--- config.mk ---
export PLATFORM = sky130hd
export DESIGN_NAME = uart_rx_byte
export DESIGN_NICKNAME = d
export VERILOG_FILES = /design/src/rtl/uart_rx_byte_pkg.sv /design/src/rtl/uart_rx_sync.sv /design/src/rtl/uart_rx_byte.sv
export SDC_FILE = /design/constraint.sdc
export NUM_CORES = 1
export LEC_CHECK = 0
export ABC_AREA = 1
export BUFFER_PORTS_ARGS = -buffer_cell sky130_fd_sc_hd__buf_2
export CORE_ASPECT_RATIO = 1.2
export CORE_MARGIN = 5
export CORE_UTILIZATION = 39
export CTS_CLUSTER_DIAMETER = 80
export DETAILED_ROUTE_END_ITERATION = 8
export SLEW_MARGIN = 15
export SYNTH_ARGS = -nofsm -noshare
export SYNTH_HDL_FRONTEND = slang
export SYNTH_SLANG_ARGS = --single-unit
--- constraint.sdc ---
create_clock -name clk -period 3.5 [get_ports clk]
set_input_delay 0.175 -clock clk [delete_from_list [all_inputs] [get_ports clk]]
set_output_delay 0.175 -clock clk [all_outputs]
set_load 0.05 [all_outputs]
--- src/rtl/uart_rx_byte_pkg.sv ---
// Shared UART definitions: receiver FSM states, parity modes, command terminator bytes.
// Latency: none (types and constants only).
// Backpressure: not applicable.
package uart_pkg;

  // Receiver FSM states
  typedef enum logic [2:0] {
    ST_IDLE       = 3'd0,
    ST_START      = 3'd1,
    ST_DATA       = 3'd2,
    ST_PARITY     = 3'd3,
    ST_STOP       = 3'd4,
    ST_BREAK_WAIT = 3'd5
  } rx_state_e;

  // Parity modes for the PARITY parameter
  localparam int PARITY_NONE = 0;
  localparam int PARITY_ODD  = 1;
  localparam int PARITY_EVEN = 2;

  // Command terminator, shared with the accumulator and the benches
  localparam logic [7:0] TERM_BYTE0 = 8'hBE;
  localparam logic [7:0] TERM_BYTE1 = 8'hEF;

endpackage

--- src/rtl/uart_rx_sync.sv ---
// Two-flop synchronizer for an asynchronous, idle-high serial line.
// Latency: 2 clk cycles from pin to q.
// Backpressure: none; free-running, resets to the idle (high) level.
module uart_rx_sync (
  input  logic clk,
  input  logic reset,
  input  logic d,
  output logic q
);

  logic meta_d, meta_q;
  logic sync_d, sync_q;

  // Next values: shift the line through the two stages
  always_comb begin
    meta_d = d;
    sync_d = meta_q;
  end

  // Both stages reset to 1 so a reset never looks like a start bit
  always_ff @(posedge clk) begin
    if (reset) begin
      meta_q <= 1'b1;
      sync_q <= 1'b1;
    end else begin
      meta_q <= meta_d;
      sync_q <= sync_d;
    end
  end

  assign q = sync_q;

endmodule

--- src/rtl/uart_rx_byte.sv ---
// UART receiver: 8 data bits, optional parity, 1 stop bit; emits good bytes as a one-cycle strobe.
// Latency: data_valid 1 cycle after the mid-stop-bit sample (pin-low + 2 + CPB/2 + (9+P)*CPB + 1).
// Backpressure: none; downstream must accept each data_valid pulse, errored frames are dropped.
module uart_rx_byte
  import uart_pkg::*;
#(
  parameter int CLKS_PER_BIT = 868,
  parameter int PARITY       = PARITY_NONE
) (
  input  logic       clk,
  input  logic       reset,
  input  logic       rx,
  output logic [7:0] data_out,
  output logic       data_valid,
  output logic       framing_error,
  output logic       parity_error,
  output logic       busy
);

  localparam int CNT_W = $clog2(CLKS_PER_BIT);
  localparam logic [CNT_W-1:0] FULL_LAST = CNT_W'(CLKS_PER_BIT - 1);
  localparam logic [CNT_W-1:0] HALF_LAST = CNT_W'(CLKS_PER_BIT / 2 - 1);

  logic             rx_s;
  rx_state_e        state_d, state_q;
  logic [CNT_W-1:0] cnt_d, cnt_q;
  logic [3:0]       bit_idx_d, bit_idx_q;
  logic [7:0]       shift_d, shift_q;
  logic             parity_bad_d, parity_bad_q;
  logic [7:0]       data_d, data_q;
  logic             data_valid_d, data_valid_q;
  logic             framing_error_d, framing_error_q;
  logic             parity_error_d, parity_error_q;

  uart_rx_sync u_sync (
    .clk   (clk),
    .reset (reset),
    .d     (rx),
    .q     (rx_s)
  );

  // Frame FSM: counts baud ticks, samples mid-bit, and decides the outcome at the stop bit
  always_comb begin
    state_d         = state_q;
    cnt_d           = cnt_q + CNT_W'(1);
    bit_idx_d       = bit_idx_q;
    shift_d         = shift_q;
    parity_bad_d    = parity_bad_q;
    data_d          = data_q;
    data_valid_d    = 1'b0;
    framing_error_d = 1'b0;
    parity_error_d  = 1'b0;

    case (state_q)
      ST_IDLE: begin
        cnt_d = '0;
        if (!rx_s) state_d = ST_START;
      end
      ST_START: begin
        // Re-check at mid start bit so a short glitch is rejected silently
        if (cnt_q == HALF_LAST) begin
          cnt_d = '0;
          if (!rx_s) begin
            state_d      = ST_DATA;
            bit_idx_d    = 4'd0;
            parity_bad_d = 1'b0;
          end else begin
            state_d = ST_IDLE;
          end
        end
      end
      ST_DATA: begin
        if (cnt_q == FULL_LAST) begin
          cnt_d = '0;
          shift_d[bit_idx_q[2:0]] = rx_s;
          if (bit_idx_q == 4'd7) begin
            state_d = (PARITY != PARITY_NONE) ? ST_PARITY : ST_STOP;
          end else begin
            bit_idx_d = bit_idx_q + 4'd1;
          end
        end
      end
      ST_PARITY: begin
        if (cnt_q == FULL_LAST) begin
          cnt_d   = '0;
          state_d = ST_STOP;
          if (PARITY == PARITY_EVEN) parity_bad_d = ((^shift_q) != rx_s);
          else                       parity_bad_d = ((^shift_q) == rx_s);
        end
      end
      ST_STOP: begin
        // Framing wins over parity; only one outcome strobe per frame
        if (cnt_q == FULL_LAST) begin
          cnt_d = '0;
          if (!rx_s) begin
            framing_error_d = 1'b1;
            state_d         = ST_BREAK_WAIT;
          end else if (parity_bad_q) begin
            parity_error_d = 1'b1;
            state_d        = ST_IDLE;
          end else begin
            data_d       = shift_q;
            data_valid_d = 1'b1;
            state_d      = ST_IDLE;
          end
        end
      end
      ST_BREAK_WAIT: begin
        // Hold off until the line is released so a break cannot start new frames
        cnt_d = '0;
        if (rx_s) state_d = ST_IDLE;
      end
      default: begin
        cnt_d   = '0;
        state_d = ST_IDLE;
      end
    endcase
  end

  // State and output registers; reset aborts any frame in flight without a strobe
  always_ff @(posedge clk) begin
    if (reset) begin
      state_q         <= ST_IDLE;
      cnt_q           <= '0;
      bit_idx_q       <= 4'd0;
      shift_q         <= 8'h00;
      parity_bad_q    <= 1'b0;
      data_q          <= 8'h00;
      data_valid_q    <= 1'b0;
      framing_error_q <= 1'b0;
      parity_error_q  <= 1'b0;
    end else begin
      state_q         <= state_d;
      cnt_q           <= cnt_d;
      bit_idx_q       <= bit_idx_d;
      shift_q         <= shift_d;
      parity_bad_q    <= parity_bad_d;
      data_q          <= data_d;
      data_valid_q    <= data_valid_d;
      framing_error_q <= framing_error_d;
      parity_error_q  <= parity_error_d;
    end
  end

  assign data_out      = data_q;
  assign data_valid    = data_valid_q;
  assign framing_error = framing_error_q;
  assign parity_error  = parity_error_q;
  assign busy          = (state_q != ST_IDLE);

endmodule

==> results.md <==
- RSZ-0062 raised after global routing: false
- Placed cell area: 2070 sq um
- Starting Density: 0.398
- Worst-Margin Slew: between 0.5 and 0.6 ns
- Synth Register Bits: 39
- Clock sinks: 39
- Maxcap violations: 0
- Fin util: 0.446
- Post-CTS setup buffer count: 0
- Antenna-violating nets left: 0
- PwrDens: 419 nW/um^2
- Mapped Cells: 259
- Critical Path End Type: flip-flop
- Die ar.: between 6000 and 7000 sq um
- Initial antenna violation count: 0
- Period minus WS final: 1.82 ns
- Final Hold Viols: 0
- Mapped Area: slightly below 2000 sq um
- Post-synth top area share: 0.400
- HP Class: in -> reg
- Xor and xnor fraction of the mapped netlist area: 0.0583
- Crit-path max FO: 14
- P_leak: 0.909 nW
- Final Hold Slack: ~0.061 ns
- Worst Clk Skew: 0.00777 ns
- Adder-cell share of the synthesized area: 0.0192
- Number of setup violations in the final report: 0
- Final wirelength: 3.74 mm
- CTS buffer count: 5
- Fin crit share: 0.521
- Synth area leader: dfxtp_1
- Skew-Pair Late Insertion Delay: 0.29 ns
- FFs w/ async S/R, synth: 0
- Synth area leaders: dfxtp_1, nand2_1, nor2_1
- Number of flops mapped to enable cells by yosys: 0
- Io pins: 15
- Die span in x: about 75 um
- Share of layout cells above drive strength 1: 0.177
- Antenna diode instance count: 0
- Slew Limit Fails: 0
- DRT Pass-1 Iters: 4
- Fmax: 0.548 GHz
- Maximum VDD drop: 0.000197 V
- CTS Buffer Depth: 2
- Via count of the first global-routing pass: about 1.5k
- Root Buffer: clkbuf_8
- Synthesis Warnings: 0
- Via-per-instance ratio: 4.68
- Outcome: complete, no violations
- Synthesized area per cell: approximately 7.5 sq um
- Crit path DAT: 2.02 ns
- Setup tns final: 0 ns
- Clock transition at path regs: 0.08 ns
- Wire length per cell: 11.1 um
- Die Y-Extent: 87.5 um
- Initial drt markers: 74
- RD Place Congestion: 0.776
- GRT Resource Usage Total: 0.132
- Simple-gate portion of the synthesized area: 0.352
- Synth Area in Compound Gates: 0.102
- Overall Power: around 0.92 mW
- Largest net degree at the start of global routing: 17
- Vias: 1,577
- Main combinational cell family by area after synthesis: simple AND/OR/NAND/NOR gates
- Data required, critical path: 3.69 ns
- Fin area: about 2200 sq um
- Seq/Total Area, Yosys: 0.400
- # rows: 28
- First-pass GRT wire length: 6.60 mm
- Hold buffers post-CTS: 0
- # nets final: 282
- Syn nets: 265
- Setup crit start kind: flip-flop
- Library cells used by synthesis: 34
- Cts repair resizes: 0
- Area grow syn2layout: 12.0%
- Synth Flop Type: dfxtp_1
- WS Path Type: reg -> reg
- Core Footprint: 4900 sq um
- Mux cell area share after synthesis: 0
- H-Tree Depth: 2
- DRC violations left: 0
- GRT Residual Overflow: 0
- CTS tree: built
- Max_slew headroom: 0.654
- I/O Buffers: 14
- HPWL after DPL: about 2.8 mm
layout make-up:
class / count / area [sq um]
multi-input cells: 188 / 1040
clock buffers: 5 / 68.8
well taps: 60 / 75.1
fillers: 524 / 2720
flip-flops and latches: 39 / 781
inverters: 28 / 110
repair buffers: 14 / 70.1
clock inverters: 3 / 43.8
synth_stat cells, types with 2 or more instances:
master   instances
a21oi_2          2
nand2_2          6
nor2_2           4
nand2_1         51
inv_1           25
nand3_1         19
nor3_1           4
nand4_1          5
o21ai_0          8
xnor2_1          5
xor2_1           8
nor3b_1          2
ha_1             3
nand2_4          3
o21ai_1          6
or2_2            3
dfxtp_1         39
a21oi_1         19
nor2_1          32
critical path: stages (launching register included):
cell	delay, ns
dfxtp_1	0.38
ha_1	0.21
inv_1	0.06
nor2_2	0.16
nand4_4	0.16
nor3_4	0.44
inv_1	0.16
nor2_1	0.12
nor2_1	0.05
layer usage:
layer,part of all wire,vias to the layer above,routed length [um],track usage
li1,-,866,-,-
met1,0.46,678,1730,0.155
met5,0,-,0,0
met2,0.48,24,1800,0.217
met3,0.031,9,116,0.0416
met4,0.023,0,86,0.0583
stage by stage:
stage / instances / worst slack (ns)
floorplan: 259 / 1.93
global placement: 329 / 1.70
CTS: 337 / 1.66
global route: 337 / 1.43
finish: 337 / 1.68
detailed placement: 329 / 1.67
registers in the layout, summed over array words and instances (netlist names):
| signal | count |
|---|---|
| cnt_q | 10 |
| data_out | 8 |
| shift_q | 8 |
| bit_idx_q | 4 |
| state_q | 3 |
| data_valid | 1 |
| framing_error | 1 |
| parity_bad_q | 1 |
| parity_error | 1 |
| u_sync.meta_q | 1 |
| u_sync.q | 1 |
power by group:
part	switching, mW	internal (mW)	leakage, nW
combinational	0.0625	0.0232	0.536
clock	0.161	0.212	0.0581
sequential	0.00739	0.450	0.315
total	0.231	0.685	0.909
path summary, 6_finish.rpt:
kind	from	end	slack, ns	cells after the start
setup / recovery	cnt_q[0]$_SDFF_PP0_	data_out[6]$_SDFFE_PP0P_	1.68	8
setup reg to reg	cnt_q[0]$_SDFF_PP0_	data_out[6]$_SDFFE_PP0P_	1.68	8
hold reg to reg	u_sync.meta_q$_SDFF_PP1_	u_sync.q$_SDFF_PP1_	0.41	1
hold / removal	rx	u_sync.meta_q$_SDFF_PP1_	0.06	2
cells in the final DEF (no fill, tap or decap), types with 2 or more instances in the layout:
cell      Yosys  routed
clkbuf_8      0       5
inv_1        25      25
xnor2_1       5       5
nor2_1       32      32
o21ai_0       8       8
a21oi_2       2       2
nor3_1        4       4
or2_2         3       3
nand2_1      51      51
nand2_2       6       6
nand4_1       5       5
a21oi_1      19      19
o21ai_1       6       6
nand2_4       3       3
nand3_1      19      19
ha_1          3       3
nor2_2        4       4
buf_2         1      14
dfxtp_1      39      39
xor2_1        8       8
nor3b_1       2       2
kinds of logic after synthesis:
group | Yosys count
AND/OR/NAND/NOR | 136
flip-flops | 39
AO/OA/AOI/OAI | 36
buffers and inverters | 32
XOR/XNOR | 13
adder cells (fa/ha/maj) | 3
No activity file was read; power rests on OpenSTA's default activity.
